$ cat config.mk
export PLATFORM = sky130hd
export DESIGN_NAME = imm_issue_buf
export DESIGN_NICKNAME = d
export VERILOG_FILES = /design/src/rtl/imm_pkg.sv /design/src/rtl/imm_ext_unit.sv /design/src/rtl/imm_issue_buf.sv
export SDC_FILE = /design/constraint.sdc
export NUM_CORES = 1
export LEC_CHECK = 0
export ABC_CLOCK_PERIOD_IN_PS = 4500
export CAP_MARGIN = 20
export CORE_MARGIN = 10
export CORE_UTILIZATION = 50
export DETAILED_ROUTE_END_ITERATION = 10
export GPL_TIMING_DRIVEN = 0
export PLACE_DENSITY = 0.93
export SLEW_MARGIN = 20
export SYNTH_ARGS = -nofsm -noshare
export SYNTH_HDL_FRONTEND = slang
export SYNTH_SLANG_ARGS = --single-unit
$ cat constraint.sdc
create_clock -name clk -period 4.5 [get_ports clk]
set_input_delay 0.9 -clock clk [delete_from_list [all_inputs] [get_ports clk]]
set_output_delay 0.9 -clock clk [all_outputs]
set_load 0.05 [all_outputs]
$ cat src/rtl/imm_pkg.sv
// Shared opcode constants, immediate-kind enum and skid-buffer entry layout
// for the ID-stage immediate issue buffer.
package imm_pkg;

    localparam logic [5:0] OP_BEQ   = 6'h04;
    localparam logic [5:0] OP_BNE   = 6'h05;
    localparam logic [5:0] OP_ADDI  = 6'h08;
    localparam logic [5:0] OP_ADDIU = 6'h09;
    localparam logic [5:0] OP_SLTI  = 6'h0A;
    localparam logic [5:0] OP_SLTIU = 6'h0B;
    localparam logic [5:0] OP_ANDI  = 6'h0C;
    localparam logic [5:0] OP_ORI   = 6'h0D;
    localparam logic [5:0] OP_XORI  = 6'h0E;
    localparam logic [5:0] OP_LUI   = 6'h0F;
    localparam logic [5:0] OP_LW    = 6'h23;
    localparam logic [5:0] OP_SW    = 6'h2B;

    typedef enum logic [1:0] {
        KIND_NONE  = 2'd0,
        KIND_SIGN  = 2'd1,
        KIND_ZERO  = 2'd2,
        KIND_UPPER = 2'd3
    } imm_kind_e;

    typedef enum logic [1:0] {
        BUF_EMPTY = 2'd0,
        BUF_ONE   = 2'd1,
        BUF_FULL  = 2'd2
    } buf_state_e;

    typedef struct packed {
        logic [31:0] imm;
        logic [31:0] br_off;
        logic        use_imm;
        imm_kind_e   kind;
    } imm_entry_t;

    function automatic logic [31:0] sign_ext16(input logic [15:0] value);
        return {{16{value[15]}}, value};
    endfunction

endpackage

$ cat src/rtl/imm_ext_unit.sv
// Combinational opcode decode and 16-bit immediate extension.
// Macro LUI_UPPER_EN: LUI is extended as UPPER here instead of ZERO (shift left to EX).
module imm_ext_unit
    import imm_pkg::*;
(
    input  logic [31:0] instr,
    output imm_entry_t  entry
);

    logic [5:0]  opcode;
    logic [15:0] imm16;
    logic        unused_fields;

    assign opcode        = instr[31:26];
    assign imm16         = instr[15:0];
    assign unused_fields = ^instr[25:16];

    always_comb begin
        entry = '0;
        case (opcode)
            OP_ADDI, OP_ADDIU, OP_SLTI, OP_SLTIU, OP_LW, OP_SW: begin
                entry.kind    = KIND_SIGN;
                entry.imm     = sign_ext16(imm16);
                entry.use_imm = 1'b1;
            end
            OP_BEQ, OP_BNE: begin
                entry.kind    = KIND_SIGN;
                entry.imm     = sign_ext16(imm16);
                entry.use_imm = 1'b0;
            end
            OP_ANDI, OP_ORI, OP_XORI: begin
                entry.kind    = KIND_ZERO;
                entry.imm     = {16'h0000, imm16};
                entry.use_imm = 1'b1;
            end
            OP_LUI: begin
`ifdef LUI_UPPER_EN
                entry.kind    = KIND_UPPER;
                entry.imm     = {imm16, 16'h0000};
`else
                entry.kind    = KIND_ZERO;
                entry.imm     = {16'h0000, imm16};
`endif
                entry.use_imm = 1'b1;
            end
            default: ;
        endcase
        // Branch offset is produced for every recognised opcode so EX never re-decodes.
        if (entry.kind != KIND_NONE) begin
            entry.br_off = {{14{imm16[15]}}, imm16, 2'b00};
        end
    end

endmodule

$ cat src/rtl/imm_issue_buf.sv
// Immediate decode feeding a 2-entry valid/ready skid buffer at the ID/EX boundary.
// Macro LUI_UPPER_EN (see imm_ext_unit) selects UPPER extension for LUI.
module imm_issue_buf
    import imm_pkg::*;
(
    input  logic        clk,
    input  logic        rst,
    input  logic        flush,
    input  logic        in_valid,
    output logic        in_ready,
    input  logic [31:0] instr,
    output logic        out_valid,
    input  logic        out_ready,
    output logic [31:0] out_imm,
    output logic [31:0] out_br_off,
    output logic        out_use_imm,
    output logic [1:0]  out_kind
);

    buf_state_e state;
    imm_entry_t head;
    imm_entry_t tail;
    imm_entry_t new_entry;
    logic       accept;
    logic       drain;

    imm_ext_unit u_ext (
        .instr (instr),
        .entry (new_entry)
    );

    assign in_ready  = (state != BUF_FULL);
    assign out_valid = (state != BUF_EMPTY);
    assign accept    = in_valid & in_ready;
    assign drain     = out_valid & out_ready;

    // Slots are zeroed whenever they go invalid so an empty head reads as all-zero.
    always_ff @(posedge clk or posedge rst) begin
        if (rst) begin
            state <= BUF_EMPTY;
            head  <= '0;
            tail  <= '0;
        end else if (flush) begin
            state <= BUF_EMPTY;
            head  <= '0;
            tail  <= '0;
        end else begin
            case (state)
                BUF_EMPTY: begin
                    if (accept) begin
                        head  <= new_entry;
                        state <= BUF_ONE;
                    end
                end
                BUF_ONE: begin
                    if (accept && drain) begin
                        head <= new_entry;
                    end else if (accept) begin
                        tail  <= new_entry;
                        state <= BUF_FULL;
                    end else if (drain) begin
                        head  <= '0;
                        state <= BUF_EMPTY;
                    end
                end
                BUF_FULL: begin
                    if (drain) begin
                        head  <= tail;
                        tail  <= '0;
                        state <= BUF_ONE;
                    end
                end
                default: begin
                    state <= BUF_EMPTY;
                    head  <= '0;
                    tail  <= '0;
                end
            endcase
        end
    end

    assign out_imm     = head.imm;
    assign out_br_off  = head.br_off;
    assign out_use_imm = head.use_imm;
    assign out_kind    = head.kind;

endmodule

==> reports/results.ini <==
[logic_synthesis]
post-synth-top-area-cell=sky130_fd_sc_hd__dfrtp_1
post_synth_num_cell_types=31
synth-seq-area-share_pct=53.6
number_of_warnings_reported_in_the_yosys_synthesis_log=0
postSynthRegisterBits=74
post_synth_inst_count=290
mappedNetlistArea_sq_um=3460
synth_area_per_cell_sq_um=11.9
synth_area_leaders=sky130_fd_sc_hd__dfrtp_1, sky130_fd_sc_hd__a22o_1, sky130_fd_sc_hd__a21o_1
yosysTopAreaCellShare_pct=53.6

[power]
power.combinational.fraction_pct=14.5
power_leakage_nw=2.44
share_seq_of_total_power_pct=49.1
p_sw_share_pct=26.8
clk_network_pwr_share_pct=36.4
maximum_ir_drop_on_the_vdd_rail_mv=0.173
power_density_nw_per_um2=296
p_int_mw=1.02
p_sw_mw=0.372

[route]
wl_per_cell_um=19.1
dr_total_vias=2725
postRouteAntennaNets=0
first_iter_violations=185
drt_drc=0
route.detailed.vias_per_inst=5.69
first_pass_iters=4
wirelength_um=9160

[layout]
final_util_pct=69.5
nets=431
finish.cell_count_without_fillers=479
antenna_cells_inserted=0
final_cell_mix=sky130_fd_sc_hd__clkdlybuf4s50_1, sky130_fd_sc_hd__dfrtp_1, sky130_fd_sc_hd__a22o_1
syn_to_final_growth_pct=35.9
stdcell_area_sq_um=4700
post_route_cells_drive_above_1_share_pct=16.5
mostFrequentLayoutCell=sky130_fd_sc_hd__clkdlybuf4s50_1
fillers=471

[timing]
worst_hold_slack_ns=0.509
finalSetupViolations=0
fin_crit_sh_pct=64.1
setup-tns-final_ns=0
drv_slew=0
timing.clock.skew_ns=0.00965
slew_headroom_pct=52.7
number_of_failing_hold_endpoints_at_the_final_stage=0
grt_setup_unrepaired=false
worstMarginPinSlew_ns=0.706
fin_crit_ns=2.88
maxClockFrequency_mhz=347

[clock_tree]
cts-root-to-sink-buffers=2
clkLatencyLatePin_ns=0.35
clockRootBuffer=sky130_fd_sc_hd__clkbuf_8
post_cts_resized=0
cts_tree=done
cts_post_setup_buffers_inserted=0
ctsHtreeMaxLevel=3
clk_pin_slew_worst_paths_ns=0.08
postCtsHoldBufs=0
cts_buffers=9
clock_sink_count=74

[worst_setup_path]
cp.arrival_ns=1.98
critPathKind=flip-flop to output port
cp-start-kind=flip-flop
ff2ff_setup_slack_ns=2.40
reg2reg_from=state[1]
crit_start=out_imm[30]
critical_path.reg2reg.endpoint=out_br_off[2]
path_max_fanout=17
crit_path_end=out_imm[21]
crit_path_end_kind=output port
worst-r2r-cell-count=5
critPathRequiredTime_ns=3.60

[floorplanning]
core_region_area_sq_um=6760
die-width_um=103
io_pins=106
core.rowCount=30
floorplan.initialDensity_pct=51.1
die_outline_area_sq_um=10600
die-height_um=103

[grt]
first_pass_grt_wire_length_um=14600
grt_max_degree=62
grt_overflow_total=0
grt.total_usage_pct=17.6
number_of_global_route_vias_before_repair=2810
antenna_violations_before_repair=0

[place]
dp_hpwl_um=6660
placedCellCount=463
routabilityCongestion=0.886
io_buffer_count=91
instance_area_after_placement_sq_um=4500

[status]
status=finished, final reports clean

[hold_path]
worst_hold_path_type=flip-flop to flip-flop

[flow_run]
maxCapViolCount=0

-- critical path, stage by stage (launching register included) --
cell and delay [ns]:
sky130_fd_sc_hd__dfrtp_1 0.64, sky130_fd_sc_hd__buf_4 0.19, sky130_fd_sc_hd__clkdlybuf4s50_1 0.81
-- sequential cells by signal, summed over array words and instances, names as in the netlist --
register and flops:
out_br_off 16, out_imm 17, out_kind 2, out_use_imm 1
state 2, tail 36
-- kinds of logic (layout without fill, tap and decap cells) --
family	after synthesis	after routing	synth area share, %
other	1	2	0.109
flip-flops	74	74	53.6
buffers and inverters	54	162	10.2
AND/OR/NAND/NOR	39	39	6.66
multiplexers	1	1	0.434
AO/OA/AOI/OAI	121	121	29.0
-- worst min path at each step --
stage	from	to	slack, ns	cells after the start
2_1_floorplan	tail[2]	tail[2]	0.46	1
3_3_place_gp	tail[65]	tail[65]	0.47	1
3_5_place_dp	tail[50]	tail[50]	0.48	1
4_1_cts	tail[50]	tail[50]	0.51	1
5_1_grt	tail[50]	tail[50]	0.51	1
6_report	tail[50]	tail[50]	0.51	1
-- area by class of cell --
class / count / area [sq um] / area share, %
Buffer: 49 / 335 / 7.14
Clock buffer: 11 / 141 / 3.01
Clock inverter: 5 / 53.8 / 1.15
Inverter: 5 / 21.3 / 0.453
Multi-Input combinational cell: 163 / 1250 / 26.7
Sequential cell: 74 / 1850 / 39.4
Tap cell: 80 / 100 / 2.13
Timing Repair Buffer: 92 / 938 / 20.0
-- power groups by stage --
| stage | Clock, mW | Sequential (mW) | Combinational, mW |
|---|---|---|---|
| final | 0.506 | 0.683 | 0.202 |
| after global routing | 0.545 | 0.684 | 0.216 |
| after CTS | 0.514 | 0.683 | 0.203 |
| after detailed placement | 0 | 0.696 | 0.202 |
| after global placement | 0 | 0.695 | 0.195 |
| after floorplan | 0 | 0.718 | 0.103 |
-- Yosys cell counts (all sizes together) --
cell / instances
dfrtp: 74
a211oi: 1
clkinv: 1
o32ai: 1
a221o: 1
nor3: 1
nand2b: 6
nor3b: 2
a21boi: 1
a31o: 1
or2: 1
conb: 1
nand2: 4
mux2: 1
a22o: 70
o21ai: 2
o31ai: 1
buf: 43
nor2b: 17
and2: 1
a21oi: 5
nand3: 2
clkbuf: 6
o21a: 2
inv: 4
a21o: 34
a32o: 2
nor2: 5
-- routing by layer --
metal	wire length (um)	vias to the layer above	global-route usage, %
met5	0	-	0
met4	57	0	6.52
met3	974	6	5.09
met2	4530	134	29.2
met1	3600	1343	21.4
li1	-	1242	-
-- stage by stage --
step	setup WS, ns	total power [mW]
after detailed placement	1.48	0.898
after global routing	1.51	1.44
after CTS	1.60	1.40
final	1.62	1.39
after global placement	0.680	0.890
after floorplan	1.72	0.821
Note: power is estimated with default switching activity, not from simulation.
